## config.mk

```make
export PLATFORM = sky130hd
export DESIGN_NAME = ram_ctrl_flat
export DESIGN_NICKNAME = d
export VERILOG_FILES = /design/src/rtl/ram_ctrl_if.sv /design/src/rtl/ram_ctrl.sv /design/src/flat_wrapper.sv
export SDC_FILE = /design/constraint.sdc
export NUM_CORES = 1
export LEC_CHECK = 0
export BUFFER_PORTS_ARGS = -buffer_cell sky130_fd_sc_hd__clkbuf_2
export CORE_UTILIZATION = 25
export DETAILED_ROUTE_END_ITERATION = 12
export PLACE_DENSITY_LB_ADDON = 0.1
export SYNTH_ARGS = -nofsm -noshare
export SYNTH_HDL_FRONTEND = slang
export SYNTH_SLANG_ARGS = --single-unit
```

## constraint.sdc

```tcl
create_clock -name clk -period 2.6 [get_ports clk]
set_clock_uncertainty 0.1 [all_clocks]
set_input_delay 0.13 -clock clk [delete_from_list [all_inputs] [get_ports clk]]
set_output_delay 0.13 -clock clk [all_outputs]
set_load 0.005 [all_outputs]
```

## src/rtl/ram_ctrl_if.sv

```systemverilog
// ram_ctrl_if: command, write-data and read-response streams between a host and ram_ctrl
interface ram_ctrl_if #(
    parameter int AW = 4,
    parameter int DW = 8
);
    logic          cmd_valid;
    logic          cmd_ready;
    logic          cmd_write;
    logic [AW-1:0] cmd_addr;
    logic [AW-1:0] cmd_len;
    logic [DW-1:0] wdata;
    logic          wdata_valid;
    logic          wdata_ready;
    logic [DW-1:0] rdata;
    logic          rdata_valid;
    logic          rdata_ready;

    modport master (
        output cmd_valid, cmd_write, cmd_addr, cmd_len, wdata, wdata_valid, rdata_ready,
        input  cmd_ready, wdata_ready, rdata, rdata_valid
    );

    modport slave (
        input  cmd_valid, cmd_write, cmd_addr, cmd_len, wdata, wdata_valid, rdata_ready,
        output cmd_ready, wdata_ready, rdata, rdata_valid
    );
endinterface

```

## src/rtl/ram_ctrl.sv

```systemverilog
// ram_ctrl: burst read/write sequencer driving a synchronous RAM, with a buffered read-response FIFO
module ram_ctrl #(
    parameter int AW       = 4,
    parameter int DW       = 8,
    parameter int RQ_DEPTH = 4
) (
    input  logic          clk,
    input  logic          rst_n,
    ram_ctrl_if.slave     bus,
    output logic [AW-1:0] ram_addr,
    output logic [DW-1:0] ram_data_in,
    output logic          ram_we,
    output logic          ram_re,
    input  logic [DW-1:0] ram_data_out,
    output logic          busy
);
    localparam int PW = (RQ_DEPTH > 1) ? $clog2(RQ_DEPTH) : 1;
    localparam int OW = $clog2(RQ_DEPTH + 1);

    typedef enum logic [1:0] {IDLE, WRITE, READ} state_t;

    state_t        state_q, state_d;
    logic [AW:0]   beat_q, beat_d;
    logic [AW-1:0] base_q, base_d, last_q, last_d, ram_addr_q, ram_addr_d;
    logic [DW-1:0] ram_data_in_q, ram_data_in_d;
    logic          ram_we_q, ram_we_d, ram_re_q, ram_re_d, re_d_q;
    logic [PW-1:0] wr_ptr_q, wr_ptr_d, rd_ptr_q, rd_ptr_d;
    logic [OW-1:0] occ_q, occ_d;
    logic [DW-1:0] mem_q [RQ_DEPTH];
    logic [DW-1:0] mem_d [RQ_DEPTH];
    logic [OW:0]   fill;
    logic [AW-1:0] cur_addr;
    logic          wr_hs, all_issued, issue, push, pop;

    assign bus.cmd_ready   = state_q == IDLE;
    assign bus.wdata_ready = state_q == WRITE;
    assign bus.rdata_valid = occ_q != '0;
    assign bus.rdata       = (occ_q != '0) ? mem_q[rd_ptr_q] : '0;
    assign busy            = state_q != IDLE || ram_re_q || re_d_q;
    assign ram_addr        = ram_addr_q;
    assign ram_data_in     = ram_data_in_q;
    assign ram_we          = ram_we_q;
    assign ram_re          = ram_re_q;

    // beat is one bit wider than the address so a full 2^AW burst can be told apart from "all issued"
    assign cur_addr   = base_q + beat_q[AW-1:0];
    assign wr_hs      = bus.wdata_ready && bus.wdata_valid;
    assign all_issued = beat_q > {1'b0, last_q};
    assign fill       = (OW+1)'(occ_q) + (OW+1)'(ram_re_q) + (OW+1)'(re_d_q);
    assign issue      = state_q == READ && !all_issued && fill < (OW+1)'(RQ_DEPTH);
    assign push       = re_d_q;
    assign pop        = bus.rdata_valid && bus.rdata_ready;

    // Sequencer: next state, beat counter and registered RAM pin values
    always_comb begin
        state_d       = state_q;
        beat_d        = beat_q;
        base_d        = base_q;
        last_d        = last_q;
        ram_addr_d    = ram_addr_q;
        ram_data_in_d = ram_data_in_q;
        ram_we_d      = 1'b0;
        ram_re_d      = 1'b0;
        case (state_q)
            IDLE: if (bus.cmd_valid) begin
                state_d = bus.cmd_write ? WRITE : READ;
                base_d  = bus.cmd_addr;
                last_d  = bus.cmd_len;
                beat_d  = '0;
            end
            WRITE: if (wr_hs) begin
                ram_we_d      = 1'b1;
                ram_addr_d    = cur_addr;
                ram_data_in_d = bus.wdata;
                beat_d        = beat_q + (AW+1)'(1);
                if (beat_q[AW-1:0] == last_q) state_d = IDLE;
            end
            READ: if (issue) begin
                ram_re_d   = 1'b1;
                ram_addr_d = cur_addr;
                beat_d     = beat_q + (AW+1)'(1);
            end else if (all_issued && !ram_re_q && !re_d_q) begin
                state_d = IDLE;
            end
            default: state_d = IDLE;
        endcase
    end

    // Response FIFO: push the RAM word one cycle after re, pop on host handshake
    always_comb begin
        mem_d    = mem_q;
        wr_ptr_d = wr_ptr_q;
        rd_ptr_d = rd_ptr_q;
        if (push) begin
            mem_d[wr_ptr_q] = ram_data_out;
            wr_ptr_d = (wr_ptr_q == PW'(RQ_DEPTH - 1)) ? '0 : wr_ptr_q + PW'(1);
        end
        if (pop) rd_ptr_d = (rd_ptr_q == PW'(RQ_DEPTH - 1)) ? '0 : rd_ptr_q + PW'(1);
        occ_d = occ_q + OW'(push) - OW'(pop);
    end

    // Control and pointer registers, all cleared by reset
    always_ff @(posedge clk or negedge rst_n) begin
        if (!rst_n) begin
            state_q       <= IDLE;
            beat_q        <= '0;
            base_q        <= '0;
            last_q        <= '0;
            ram_addr_q    <= '0;
            ram_data_in_q <= '0;
            ram_we_q      <= 1'b0;
            ram_re_q      <= 1'b0;
            re_d_q        <= 1'b0;
            wr_ptr_q      <= '0;
            rd_ptr_q      <= '0;
            occ_q         <= '0;
        end else begin
            state_q       <= state_d;
            beat_q        <= beat_d;
            base_q        <= base_d;
            last_q        <= last_d;
            ram_addr_q    <= ram_addr_d;
            ram_data_in_q <= ram_data_in_d;
            ram_we_q      <= ram_we_d;
            ram_re_q      <= ram_re_d;
            re_d_q        <= ram_re_q;
            wr_ptr_q      <= wr_ptr_d;
            rd_ptr_q      <= rd_ptr_d;
            occ_q         <= occ_d;
        end
    end

    // FIFO storage needs no reset: entries are only visible while occ covers them
    always_ff @(posedge clk) begin
        mem_q <= mem_d;
    end

    // The issue rule reserves space for every in-flight read, so a push never meets a full FIFO
    assert property (@(posedge clk) disable iff (!rst_n) !(push && !pop && occ_q == OW'(RQ_DEPTH)));
endmodule
```

## src/flat_wrapper.sv

```systemverilog
// flat-port wrapper written by rule: the top's interface ports become plain ports
module ram_ctrl_flat 
#(
    parameter int AW       = 4,
    parameter int DW       = 8,
    parameter int RQ_DEPTH = 4
)
  (clk, rst_n, ram_addr, ram_data_in, ram_we, ram_re, ram_data_out, busy, bus_cmd_valid, bus_cmd_write, bus_cmd_addr, bus_cmd_len, bus_wdata, bus_wdata_valid, bus_rdata_ready, bus_cmd_ready, bus_wdata_ready, bus_rdata, bus_rdata_valid);
  ram_ctrl_if #(.AW(AW), .DW(DW)) bus_i ();
  input  logic clk;
  input  logic rst_n;
  output logic [AW-1:0] ram_addr;
  output logic [DW-1:0] ram_data_in;
  output logic ram_we;
  output logic ram_re;
  input  logic [DW-1:0] ram_data_out;
  output logic busy;
  input wire logic [$bits(bus_i.cmd_valid)-1:0] bus_cmd_valid;
  input wire logic [$bits(bus_i.cmd_write)-1:0] bus_cmd_write;
  input wire logic [$bits(bus_i.cmd_addr)-1:0] bus_cmd_addr;
  input wire logic [$bits(bus_i.cmd_len)-1:0] bus_cmd_len;
  input wire logic [$bits(bus_i.wdata)-1:0] bus_wdata;
  input wire logic [$bits(bus_i.wdata_valid)-1:0] bus_wdata_valid;
  input wire logic [$bits(bus_i.rdata_ready)-1:0] bus_rdata_ready;
  output wire logic [$bits(bus_i.cmd_ready)-1:0] bus_cmd_ready;
  output wire logic [$bits(bus_i.wdata_ready)-1:0] bus_wdata_ready;
  output wire logic [$bits(bus_i.rdata)-1:0] bus_rdata;
  output wire logic [$bits(bus_i.rdata_valid)-1:0] bus_rdata_valid;
  assign bus_i.cmd_valid = bus_cmd_valid;
  assign bus_i.cmd_write = bus_cmd_write;
  assign bus_i.cmd_addr = bus_cmd_addr;
  assign bus_i.cmd_len = bus_cmd_len;
  assign bus_i.wdata = bus_wdata;
  assign bus_i.wdata_valid = bus_wdata_valid;
  assign bus_i.rdata_ready = bus_rdata_ready;
  assign bus_cmd_ready = bus_i.cmd_ready;
  assign bus_wdata_ready = bus_i.wdata_ready;
  assign bus_rdata = bus_i.rdata;
  assign bus_rdata_valid = bus_i.rdata_valid;
  ram_ctrl #(.AW(AW), .DW(DW), .RQ_DEPTH(RQ_DEPTH)) u_core (.clk(clk), .rst_n(rst_n), .bus(bus_i), .ram_addr(ram_addr), .ram_data_in(ram_data_in), .ram_we(ram_we), .ram_re(ram_re), .ram_data_out(ram_data_out), .busy(busy));
endmodule
```

==> results of run 1 <==
## placed cells by master (no fill, tap or decap), types with 3 or more instances in the layout
cell and count:
a21oi_1 3, and2_1 12, buf_4 4, clkbuf_16 9, clkbuf_2 55, dfrtp_1 37, dlygate4sd3_1 26, edfxtp_1 32
ha_1 21, inv_1 20, mux2_2 20, mux2i_1 6, mux4_2 8, nand2_1 14, nand2b_1 3, nand3_1 4
nor3_1 6, o21ai_0 5
## report_power, final
group          leakage, nW  total (mW)  switching, mW  internal (mW)
Clock                0.150        1.29          0.450          0.845
Combinational        0.961        1.77          0.837          0.935
Sequential           0.743        1.74          0.259           1.48
Total                 1.85        4.81           1.55           3.26
## layout make-up
cell class,instances,area share
clock buffers,11,0.0547
clock inverters,5,0.0200
inverters,20,0.0176
repair buffers,85,0.133
multi-input cells,129,0.282
flip-flops and latches,69,0.443
well taps,168,0.0494
## metal layers
metal | up-vias | track usage | wire length, µm
li1 | 981 | - | -
met1 | 943 | 0.125 | 2920
met2 | 57 | 0.173 | 2810
met3 | 8 | 0.0434 | 377
met4 | 0 | 0.0442 | 99
met5 | - | 0 | 0
## through the flow
| stage | cell area [µm²] | total power [mW] | setup WS [ps] | hold slack (ps) | util |
|---|---|---|---|---|---|
| final | 4260 | 4.81 | 294 | 64.2 | 0.349 |
| after global placement | 3680 | 3.55 | 297 | 257 | 0.301 |
| after global routing | 4260 | 5.20 | 173 | 103 | 0.349 |
| after floorplan | 3180 | 2.92 | 236 | -266 | - |
| after detailed placement | 3680 | 3.54 | 289 | 250 | 0.301 |
| after CTS | 4260 | 4.91 | 265 | 61.2 | 0.349 |
## critical path, delay by kind of cell (launching register included)
family                   cells  cell delay (ps)
adder cells (fa/ha/maj)      3              810
AND/OR/NAND/NOR              2              530
flip-flops                   1              430
XOR/XNOR                     1              170
buffers and inverters        3              160
## cell families (layout without fill, tap and decap cells)
logic type,Yosys count,after routing,synth area share
flops,69,69,0.594
simple gates,50,50,0.0871
mux,34,34,0.147
fa+ha+maj,23,23,0.0954
buf+inv,23,121,0.0276
compound gates,18,18,0.0382
xor+xnor,4,4,0.0110
## worst max path at each step
stage	from	endpoint	slack (ps)
final	u_core.occ_q[1]$_DFF_PN0_	u_core.occ_q[2]$_DFF_PN0_	290
after global routing	u_core.occ_q[1]$_DFF_PN0_	u_core.occ_q[2]$_DFF_PN0_	170
after CTS	u_core.occ_q[1]$_DFF_PN0_	u_core.occ_q[2]$_DFF_PN0_	270
after detailed placement	u_core.occ_q[1]$_DFF_PN0_	u_core.occ_q[2]$_DFF_PN0_	290
after global placement	u_core.occ_q[1]$_DFF_PN0_	u_core.occ_q[2]$_DFF_PN0_	300
after floorplan	u_core.occ_q[1]$_DFF_PN0_	u_core.occ_q[2]$_DFF_PN0_	240
## registers in the layout, indices dropped and copies added, names as in the netlist
| register | count |
|---|---|
| u_core.last_q | 4 |
| u_core.ram_addr | 4 |
| u_core.mem_q | 32 |
| u_core.rd_ptr_q | 2 |
| u_core.push | 1 |
| u_core.ram_we | 1 |
| u_core.ram_data_in | 8 |
| u_core.beat_q | 5 |
| u_core.occ_q | 3 |
| u_core.base_q | 4 |
| u_core.wr_ptr_q | 2 |
| u_core.ram_re | 1 |
| u_core.state_q | 2 |
## repair_timing
action,CTS,global route
hold buffers,26,0
hold endpoints to repair,87,0
resized for setup,0,0
==> impl_metrics.yaml, run 1 <==
critical_path:
  worstPathMaxFanout: 5
  end_kind: "register"
  cp-start-kind: "register"
  r2r_slack_ps: 290
  crit_type: "reg2reg"
  worstPathCellList: "or3_1 > nand2_1 > inv_1 > ha_1 > inv_1 > ha_1 > inv_1 > fa_1 > xor2_1"
  r2r_cells: 9
  crit_arrival_ps: 2420
  crit_slowest_cell: "dfrtp_1"
  worstPathRequired_ps: 2710
  rr_startpoint: "u_core.occ_q[1]$_DFF_PN0_"
  slowest_delay_ps: 430
  r2r_end: "u_core.occ_q[2]$_DFF_PN0_"
  cpMostUsedCell: "inv_1"
synth:
  netlist.top_cell.by_area: "edfxtp_1"
  syn_area_um2: 3180
  ys_ff_latch: 69
  ys_warn_count: 0
  ys_top_cells_by_count: "dfrtp_1, edfxtp_1, ha_1"
  synth-seq-area-share: 0.594
  synth_edf_count: 32
  synthCells: 221
  syn_avg_cell_area_um2: 14.4
  synthArstFlopShare: 0.536
  synth_flop_cell: "dfrtp_1"
  synth_top_area_frac: 0.303
  synth.net_count: 274
  post-synth-top-count-cell: "dfrtp_1"
  synth_area_leaders: "edfxtp_1, dfrtp_1, ha_1"
  synth.distinct_cells: 36
floorplan:
  die_h_um: 115
  initial_utilization: 0.260
  dieArea_um2: 13200
  core_um2: 12200
  io_pins: 56
  die_w_um: 115
  num_rows: 40
routing:
  post-route-drc-count: 0
  wl_mm: 6.21
  wl_per_cell_um: 12.8
  drtIter0Drc: 77
  drt-vias-per-instance: 4.08
  routed-via-count: 1989
  drtAntennaViolNets: 0
  drt_first_pass_iters: 4
sta:
  hold_viol: 0
  slew_headroom: 0.348
  finalCritPeriodShare: 0.887
  max_slew.worst_pin.slew_ps: 978
  timing.final.max_slew_violations: 0
  period_needed_ps: 2310
  finalSetupViolations: 0
  rsz0062_at_grt: "no"
  max_clock_freq_mhz: 434
  finalSetupTns_ps: 0
placed_design:
  dp.cells: 445
  place.gp.congestion: 0.677
  portBuffers: 55
  dp_hpwl_mm: 4.33
final_layout:
  layout.nets: 367
  area_growth_pct: 34.0
  fillers: 1258
  multiInputGateArea_um2: 1200
  drive_gt1_frac: 0.326
  ff_latch_area_um2: 1890
  diodes: 0
  layout.cells.non_filler: 487
clock_tree:
  clkTransAtPathRegs_ps: 50
  cts-root-buf: "clkbuf_16"
  htree_levels: 3
  cts_tree: "yes"
  clock_latency_ps: 330
  cts_buffer_depth: 2
  cts_buffers: 9
  postCtsSetupBuffers: 0
  cts.sinks: 69
grt:
  antenna_found_initial: 0
  grt_start_max_net_pins: 38
  grt_pass1_wl_mm: 10.3
  grt-ovfl-total: 0
  grt_pass1_vias: 2105
  track_usage: 0.107
pwr:
  max-vdd-ir-drop_v: 0.000434
  static-leakage-power_nw: 1.85
  power_density_nw_per_um2: 1130
hold_path:
  hold_path.class: "in2reg"
  holdPathEnd: "u_core.rd_ptr_q[0]$_DFFE_PN0P_"
  hold_start: "bus_rdata_ready"
  holdPathStages: 3
job:
  cap_violations: 0
outcome:
  status: "finished clean"
(Power assumes the default switching activity.)
==> run 2, diff against run 1 <==
--- a/config.mk
+++ b/config.mk
@@ -7,6 +7,7 @@
 export LEC_CHECK = 0
 export BUFFER_PORTS_ARGS = -buffer_cell sky130_fd_sc_hd__clkbuf_2
 export CORE_UTILIZATION = 25
+export CTS_BUF_LIST = sky130_fd_sc_hd__clkbuf_16
 export DETAILED_ROUTE_END_ITERATION = 12
 export PLACE_DENSITY_LB_ADDON = 0.1
 export SYNTH_ARGS = -nofsm -noshare
==> run 2 against run 1 <==
  * Flip-flop and latch count stayed put
  * Register-to-register slack about the same
  * Critical path depth unchanged
  * Power decreased by 0.17%
  * Die area unchanged
  * Final cell count stayed put
  * Via count did not move
  * Hold slack is essentially flat
  * Largest cell class unchanged
  * Largest power group unchanged
==> impl_metrics.yaml, run 2 (same netlist as run 1, synthesis figures left out) <==
grt:
  grt_pass1_wl_mm: 10.3
  grt_pass1_vias: 2107
  grt-ovfl-total: 0
  antenna_found_initial: 0
  track_usage: 0.107
  grt_start_max_net_pins: 38
placed_design:
  dp_hpwl_mm: 4.33
  place_area_um2: 3680
  dp.cells: 445
  dp_worst_setup_slack_ps: 289
  place.gp.congestion: 0.677
  portBuffers: 55
sta:
  timing.final.max_slew_violations: 0
  finalCritPeriodShare: 0.887
  whs_ps: 64.2
  setup_slack_ps: 294
  finalSetupTns_ps: 0
  period_needed_ps: 2310
  slew_headroom: 0.349
  hold_viol: 0
  max_slew.worst_pin.slew_ps: 977
  rsz0062_at_grt: "no"
  finalSetupViolations: 0
  max_clock_freq_mhz: 434
critical_path:
  slowest_delay_ps: 430
  crit_arrival_ps: 2420
  worst-path-buf-inv: 3
  crit_slowest_cell: "dfrtp_1"
  worstPathCellList: "or3_1 > nand2_1 > inv_1 > ha_1 > inv_1 > ha_1 > inv_1 > fa_1 > xor2_1"
  cp-start-kind: "register"
  r2r_end: "u_core.occ_q[2]$_DFF_PN0_"
  r2r_cells: 9
  worstPathRequired_ps: 2710
  cp.depth: 9
  end_kind: "register"
  rr_startpoint: "u_core.occ_q[1]$_DFF_PN0_"
  worstPathMaxFanout: 5
  path_delay_family: "adder cells"
  cpMostUsedCell: "inv_1"
  crit_type: "reg2reg"
  r2r_slack_ps: 290
hold_path:
  holdPathEnd: "u_core.rd_ptr_q[0]$_DFFE_PN0P_"
  hold_path.class: "in2reg"
  holdPathStages: 3
  hold_start: "bus_rdata_ready"
final_layout:
  largest_reg_flops: 32
  area_growth_pct: 34.0
  fin_util: 0.349
  layout_commonest_cell: "clkbuf_2"
  final_cell_mix: "clkbuf_2, dfrtp_1, edfxtp_1"
  drive_gt1_frac: 0.326
  layout.nets: 367
  diodes: 0
  largest-register: "u_core.mem_q"
  layout.cells.non_filler: 487
  fin_area_um2: 4260
routing:
  drt-vias-per-instance: 4.08
  drtAntennaViolNets: 0
  wl_mm: 6.21
  wl_per_cell_um: 12.7
  post-route-drc-count: 0
  drtIter0Drc: 68
  routed-via-count: 1989
  drt_first_pass_iters: 4
clock_tree:
  clkTransAtPathRegs_ps: 50
  cts-root-buf: "clkbuf_16"
  cts_buffer_depth: 2
  postCtsSetupBuffers: 0
  cts_tree: "yes"
  htree_levels: 3
  cts.sinks: 69
  cts_buffers: 9
  clock_latency_ps: 330
floorplan:
  dieArea_um2: 13200
  initial_utilization: 0.260
  die_h_um: 115
  core_um2: 12200
  die_w_um: 115
  num_rows: 40
  io_pins: 56
pwr:
  static-leakage-power_nw: 1.86
  max-vdd-ir-drop_v: 0.000434
  fin_total_pwr_mw: 4.80
  power_density_nw_per_um2: 1130
outcome:
  status: "finished clean"
job:
  cap_violations: 0
==> run 2: changes by cell type in the layout (fill, tap and decap cells not counted) <==
cell | before | now
clkbuf_1 | 2 | 0
inv_1 | 20 | 22
==> run 2: cell type report <==
class                   instances  area [µm²]
clock buffers                   9         225
clock inverters                 7        92.6
fillers                      1258        7960
inverters                      20        75.1
multi-input cells             129        1200
flip-flops and latches         69        1890
well taps                     168         210
repair buffers                 85         566
==> run 2: how the worst max path moves through the flow <==
stage                     slack, ps                        end                      start
after CTS                       270  u_core.occ_q[2]$_DFF_PN0_  u_core.occ_q[1]$_DFF_PN0_
after floorplan                 240  u_core.occ_q[2]$_DFF_PN0_  u_core.occ_q[1]$_DFF_PN0_
after global placement          300  u_core.occ_q[2]$_DFF_PN0_  u_core.occ_q[1]$_DFF_PN0_
after global routing            170  u_core.occ_q[2]$_DFF_PN0_  u_core.occ_q[1]$_DFF_PN0_
final                           290  u_core.occ_q[2]$_DFF_PN0_  u_core.occ_q[1]$_DFF_PN0_
after detailed placement        290  u_core.occ_q[2]$_DFF_PN0_  u_core.occ_q[1]$_DFF_PN0_
==> run 2: where the power goes <==
| part | switching (mW) | total [mW] | leakage [nW] | internal, mW |
|---|---|---|---|---|
| Clock | 0.451 | 1.29 | 0.159 | 0.837 |
| Sequential | 0.259 | 1.74 | 0.743 | 1.48 |
| Combinational | 0.837 | 1.77 | 0.961 | 0.935 |
| Total | 1.55 | 4.80 | 1.86 | 3.25 |
==> run 2: metal layers <==
metal,wire [µm],up-vias,track usage
met5,0,-,0
met4,109,0,0.0442
met3,376,8,0.0434
met2,2800,57,0.173
met1,2920,943,0.125
li1,-,981,-
==> run 2: repair_timing <==
item,4_1_cts,5_1_grt
hold endpoints to repair,87,0
resized for setup,0,0
hold buffers,26,0
==> run 2: worst min-delay path, stage by stage <==
cell and delay (ps):
clkbuf_2 90, nand2_1 110, a21o_1 130
